--- config.mk ---
export PLATFORM = sky130hd
export DESIGN_NAME = vga_timing_gen
export DESIGN_NICKNAME = d
export VERILOG_FILES = /design/src/rtl/vga_timing_gen.sv
export SDC_FILE = /design/constraint.sdc
export NUM_CORES = 1
export LEC_CHECK = 0
export ABC_AREA = 1
export BUFFER_PORTS_ARGS = -buffer_cell sky130_fd_sc_hd__buf_2
export CORE_MARGIN = 2
export CORE_UTILIZATION = 51
export CTS_BUF_LIST = sky130_fd_sc_hd__clkbuf_16
export DETAILED_ROUTE_END_ITERATION = 10
export GPL_TIMING_DRIVEN = 0
export HOLD_SLACK_MARGIN = 0.03
export PLACE_DENSITY = 0.9
export SYNTH_ARGS = -nofsm -noshare
export SYNTH_HDL_FRONTEND = slang
export SYNTH_SLANG_ARGS = --single-unit
--- constraint.sdc ---
create_clock -name clk -period 1.6 [get_ports clk]
set_input_delay 0.24 -clock clk [delete_from_list [all_inputs] [get_ports clk]]
set_output_delay 0.24 -clock clk [all_outputs]
set_load 0.05 [all_outputs]
--- src/rtl/vga_timing_gen.sv ---
// VGA raster timing generator: pixel-rate divider, raw x/y counters, delayed
// hs/vs/blank aligned to a two-stage draw path, and RGB332 -> 24-bit expansion.
module vga_timing_gen #(
  parameter int H_ACTIVE   = 640,
  parameter int H_FP       = 16,
  parameter int H_SYNC     = 96,
  parameter int H_BP       = 48,
  parameter int V_ACTIVE   = 480,
  parameter int V_FP       = 10,
  parameter int V_SYNC     = 2,
  parameter int V_BP       = 33,
  parameter int CLK_DIV    = 2,
  parameter int SYNC_DELAY = 2
) (
  input  logic        clk,
  input  logic        resetN,
  input  logic [7:0]  RGB_in,
  output logic [10:0] pixelX,
  output logic [10:0] pixelY,
  output logic        pixelEn,
  output logic        startOfFrame,
  output logic        vga_hs,
  output logic        vga_vs,
  output logic        vga_blankN,
  output logic [7:0]  vga_r,
  output logic [7:0]  vga_g,
  output logic [7:0]  vga_b
);

  localparam int HT_I = H_ACTIVE + H_FP + H_SYNC + H_BP;
  localparam int VT_I = V_ACTIVE + V_FP + V_SYNC + V_BP;

  localparam logic [10:0] X_LAST = 11'(HT_I - 1);
  localparam logic [10:0] Y_LAST = 11'(VT_I - 1);
  localparam logic [10:0] HA     = 11'(H_ACTIVE);
  localparam logic [10:0] VA     = 11'(V_ACTIVE);
  localparam logic [10:0] HS_BEG = 11'(H_ACTIVE + H_FP);
  localparam logic [10:0] HS_END = 11'(H_ACTIVE + H_FP + H_SYNC);
  localparam logic [10:0] VS_BEG = 11'(V_ACTIVE + V_FP);
  localparam logic [10:0] VS_END = 11'(V_ACTIVE + V_FP + V_SYNC);

  // Divider is one bit wide even when CLK_DIV=1 so it stays a legal vector.
  localparam int DW = (CLK_DIV > 1) ? $clog2(CLK_DIV) : 1;
  localparam logic [DW-1:0] DIV_MAX = DW'(CLK_DIV - 1);

  typedef struct packed {
    logic hs;
    logic vs;
    logic act;
  } sync_t;

  logic [DW-1:0] div;
  logic          x_last, y_last;
  sync_t         raw;
  sync_t         sync_pipe [1:SYNC_DELAY];
  logic [7:0]    rgb_q;
  logic [2:0]    r3, g3;
  logic [1:0]    b2;

  assign pixelEn = (div == DIV_MAX);
  assign x_last  = (pixelX == X_LAST);
  assign y_last  = (pixelY == Y_LAST);

  always_ff @(posedge clk or negedge resetN) begin
    if (!resetN)      div <= '0;
    else if (pixelEn) div <= '0;
    else              div <= div + DW'(1);
  end

  always_ff @(posedge clk or negedge resetN) begin
    if (!resetN) begin
      pixelX <= '0;
      pixelY <= '0;
    end else if (pixelEn) begin
      if (x_last) begin
        pixelX <= '0;
        pixelY <= y_last ? 11'd0 : pixelY + 11'd1;
      end else begin
        pixelX <= pixelX + 11'd1;
      end
    end
  end

  // Registered off the wrap condition so the pulse lands on the first (0,0)
  // cycle and never at reset release.
  always_ff @(posedge clk or negedge resetN) begin
    if (!resetN) startOfFrame <= 1'b0;
    else         startOfFrame <= pixelEn && x_last && y_last;
  end

  always_comb begin
    raw     = '{hs: 1'b1, vs: 1'b1, act: 1'b0};
    raw.hs  = !((pixelX >= HS_BEG) && (pixelX < HS_END));
    raw.vs  = !((pixelY >= VS_BEG) && (pixelY < VS_END));
    raw.act = (pixelX < HA) && (pixelY < VA);
  end

  always_ff @(posedge clk or negedge resetN) begin
    if (!resetN) begin
      for (int i = 1; i <= SYNC_DELAY; i++)
        sync_pipe[i] <= '{hs: 1'b1, vs: 1'b1, act: 1'b0};
    end else begin
      sync_pipe[1] <= raw;
      for (int i = 2; i <= SYNC_DELAY; i++)
        sync_pipe[i] <= sync_pipe[i-1];
    end
  end

  assign vga_hs     = sync_pipe[SYNC_DELAY].hs;
  assign vga_vs     = sync_pipe[SYNC_DELAY].vs;
  assign vga_blankN = sync_pipe[SYNC_DELAY].act;

  always_ff @(posedge clk or negedge resetN) begin
    if (!resetN) rgb_q <= '0;
    else         rgb_q <= RGB_in;
  end

  // Bit replication spreads each channel across the full 0..255 range.
  assign r3 = rgb_q[7:5];
  assign g3 = rgb_q[4:2];
  assign b2 = rgb_q[1:0];

  assign vga_r = vga_blankN ? {r3, r3, r3[2:1]} : 8'h00;
  assign vga_g = vga_blankN ? {g3, g3, g3[2:1]} : 8'h00;
  assign vga_b = vga_blankN ? {b2, b2, b2, b2}  : 8'h00;

endmodule
Word level (Yosys, flattened, before mapping)
Cells that the tools add are included.
{"block": "word_totals", "ff_bits": 38, "out_inout_bits": 51, "elab_cells": 36}
{"block": "op_classes", "add_sub_neg": 3, "magnitude_cmp": 6, "n_eq_ne": 2, "muxes": 6, "n_reduce_logical": 8}
{"cell": "$mux W8", "n": 3}
{"cell": "$add A11 B1 Y11 const B", "n": 2}
{"cell": "$eq A11 B10 Y1 const B", "n": 2}
{"cell": "$lt A11 B10 Y1 const B", "n": 2}
{"cell": "$lt A11 B9 Y1 const B", "n": 2}
{"cell": "$mux W11", "n": 2}
{"cell": "$ge A11 B10 Y1 const B", "n": 1}
{"cell": "$ge A11 B9 Y1 const B", "n": 1}
{"cell": "$logic_and A1 B1 Y1", "n": 5}
{"cell": "$logic_not A1 Y1", "n": 2}
{"cell": "$reduce_and A2 Y1", "n": 1}
{"cell": "$add A1 B1 Y1 const B", "n": 1}
{"cell": "$mux W1", "n": 1}

Logic depth before layout (Yosys ltp)
{"block": "depth", "depth_word": 3, "mapped_depth": 9, "ltp_nobuf": 9}

Worst setup path before layout
No wires, ideal clock.
{"block": "synth_timing", "path_kind": "reg-to-output", "from": "register sync_pipe, in the netlist vga_blankN", "to": "output port vga_b[2]", "arrival_ns": 1.589, "path_slack_ns": -0.229, "stages_incl_launch_ff": 5, "n_path_buf": 2, "cell_sequence": "dfrtp_1 > clkbuf_1 > nand2_1 > inv_1 > buf_4"}
{"block": "synth_via", "elab_chain_cells": 1}
{"element": "start, declared", "line_no": "55", "text": "sync_t sync_pipe [1:SYNC_DELAY];"}
{"element": "start signal, assigned by index", "line_no": "101", "text": "sync_pipe[i] <= '{hs: 1'b1, vs: 1'b1, act: 1'b0};"}
{"element": "start signal, assigned by index", "line_no": "105", "text": "sync_pipe[i] <= sync_pipe[i-1];"}
{"element": "$mux W8", "line_no": "125", "text": "assign vga_b = vga_blankN ? {b2, b2, b2, b2} : 8'h00;"}
{"element": "end, declared", "line_no": "27", "text": "output logic [7:0] vga_b"}
Every way passes these cells.

Worst setup path in the final report
{"block": "layout_timing", "from": "register sync_pipe, in the netlist vga_blankN", "to": "output port vga_g[4]"}
{"block": "layout_via", "elab_chain_cells": 1}
{"element": "$mux W8", "line_no": "124", "text": "assign vga_g = vga_blankN ? {g3, g3, g3[2:1]} : 8'h00;"}
{"element": "end, declared", "line_no": "26", "text": "output logic [7:0] vga_g,"}
Every way passes these cells.

==> results.cfg <==
[die]
dieWidth_um = 66.5
row_count = 22
coreArea_um2 = 3720
io_pins = 61
die_area_um2 = 4420
start_util = 0.536
die_y_um = 66.5

[power]
p_comb_frac = 0.112
p_sw_mw = 0.542
leakagePower_nw = 1.36
power.density_nw_per_um2 = 829
pwr-share-clk = 0.436
peakVddDrop_mv = 0.876
p_int_mw = 1.62
switching_share = 0.251
power.share.sequential = 0.452

[critical_path]
cp_max_fo = 9
arrival_ns = 1.31
criticalPathCategory = register to output port
ff2ff_setup_slack_ns = 0.10
crit_slowest_cell = dfrtp_2
end_kind = output port
worstPathRequired_ns = 1.36
r2r_cells = 9
slowest_delay_ns = 0.48
crit_chain = nand2_1 -> clkinvlp_4 -> buf_4 -> buf_2
start_kind = register
r2r_start = pixelY[0]$_DFFE_PN0P_
r2r-end = pixelY[9]$_DFFE_PN0P_

[final_layout]
final_cell_mix = nand2_1, buf_2, dfrtp_1, inv_1, nor2_1
drive_gt1_frac = 0.387
layout_commonest_cell = nand2_1
area_growth_pct = 30.7
layout.cells.non_filler = 353
finalNetCount = 319
insertedDiodeCount = 0
fillers = 283

[placed_design]
placed_cells = 346
dp_hpwl_um = 3050
gp_congestion = 0.902
port_buffers = 60

[global_route]
grt_max_degree = 39
overflow = 0
antenna_found_initial = 0
grt_pass1_wl_um = 6930
groute.usage.overall = 0.213
grt_pass1_vias = 1633

[timing]
clock_skew_ns = 0.00545
period_needed_ns = 1.55
final_max_slew_viol_count = 0
tns_ns = 0
final-setup-viol-count = 0
finalCritPeriodShare = 0.969
fin_hold_ws_ns = 0.0470
slew_headroom = 0.468
clock.fmax_ghz = 0.645
tightest_slew_ns = 0.798
rsz0062_at_grt = yes
finalHoldViolations = 0

[yosys]
syn_inst = 238
synth-seq-cells = 38
ys_warn_count = 0
ys_seq_area_frac = 0.480
synth_area_um2 = 1990
synth_fp_nets = 253
yosysUniqueCellTypes = 31
postSynthAreaPerCell_um2 = 8.37

[clock_network]
clk_pin_slew_ns = 0.06
clockRootBuffer = clkbuf_16
htreeDepth = 2
insertion_delay_ns = 0.28
cts_tree = done
cts_hold_buf = 0
cts_sinks = 38
numCtsBuffers = 5
clockBufferDepth = 2

[detailed_routing]
vias = 1720
antenna_left = 0
dr.pass1.iters = 4
totalWireLength_um = 4230
drc = 0
first_iter_violations = 87
avgViaCountPerCell = 4.87
routedWlPerCell_um = 12.0

[run]
drv_cap = 0

[min_path]
worst_hold_path_type = input pin to async pin

[status]
status = complete, no violations
[synth_stat cells, drive strengths merged]
master,count,share of area
nand3b,2,0.0075
xor2,3,0.013
a21oi,2,0.0050
a32oi,1,0.0044
xnor2,3,0.013
inv,34,0.064
o211ai,1,0.0038
nor3,5,0.018
nor2,26,0.058
o2111ai,1,0.0044
nand2,62,0.12
clkinv,1,0.0025
nand3,17,0.049
clkbuf,1,0.0019
ha,5,0.031
o21ai,11,0.028
dfstp,4,0.053
nor4,1,0.0031
nand4,3,0.0094
dfrtp,34,0.43
buf,19,0.072
nor3b,1,0.0094
o21bai,1,0.0038
[layer usage]
metal  vias to the layer above  wire [um]  GRT usage  share of wire
met3                         8        273     0.0507          0.065
met4                         0         97      0.130          0.023
li1                        854          -          -              -
met2                        72       2080      0.353           0.49
met5                         -          0          0              0
met1                       786       1770      0.248           0.42
[stage by stage]
| stage | setup slack (ns) | utilization | cell area, um^2 | power, mW |
|---|---|---|---|---|
| after floorplan | -0.00673 | - | 2050 | 1.16 |
| after global placement | 0.151 | 0.649 | 2410 | 1.22 |
| after detailed placement | 0.111 | 0.649 | 2410 | 1.22 |
| after CTS | 0.0377 | 0.694 | 2580 | 2.17 |
| after global routing | -0.0111 | 0.700 | 2600 | 2.25 |
| final | 0.0498 | 0.700 | 2600 | 2.16 |
[state kept, by name, summed over array words and instances, names as in the netlist]
register and cells:
vga_hs 1, pixelX 11, rgb_q 8, pixelY 11, pixelEn 1, vga_vs 1, vga_blankN 1, startOfFrame 1
sync_pipe 3
[power groups by stage]
stage	Combinational (mW)	Sequential [mW]	Clock, mW
6_report	0.241	0.976	0.940
5_1_grt	0.256	0.976	1.01
4_1_cts	0.237	0.975	0.961
3_5_place_dp	0.229	0.991	0
3_3_place_gp	0.226	0.991	0
2_1_floorplan	0.172	0.991	0
[cell families after synthesis]
logic type	synth area share
DFF	0.480
adders and majority gates	0.0314
and+or+nand+nor	0.273
buffers and inverters	0.141
xor gates and xnor gates	0.0264
AOI/OAI and AO/OA	0.0490
[worst max-delay path, delay by kind of cell, from the launching register on]
kind / cells / cell delay, ns
buf+inv: 3 / 0.42
flops: 1 / 0.48
simple gates: 1 / 0.13
[cell type report]
type	instances	area, um^2	area share
buffer	19	166	0.0639
clock buffer	5	125	0.0481
clock inverter	3	16.3	0.00625
inverter	35	163	0.0625
multi-input combinational	145	773	0.297
sequential	38	962	0.370
tap	48	60.1	0.0231
timing repair buffer	60	337	0.129
[how the worst max path moves through the flow]
stage / from / to / slack [ns]
after floorplan: vga_blankN$_DFF_PN0_ / vga_b[2] / -0.007
after global placement: pixelX[1]$_DFFE_PN0P_ / pixelY[6]$_DFFE_PN0P_ / 0.15
after detailed placement: pixelX[0]$_DFFE_PN0P_ / pixelY[3]$_DFFE_PN0P_ / 0.11
after CTS: vga_blankN$_DFF_PN0_ / vga_g[7] / 0.04
after global routing: vga_blankN$_DFF_PN0_ / vga_b[3] / -0.01
final: vga_blankN$_DFF_PN0_ / vga_g[4] / 0.05
[repair_timing]
action	4_1_cts	5_1_grt
endpoints found under the setup margin	16	9
buffers inserted	0	0
resized for setup	12	6
(Power assumes the default switching activity.)
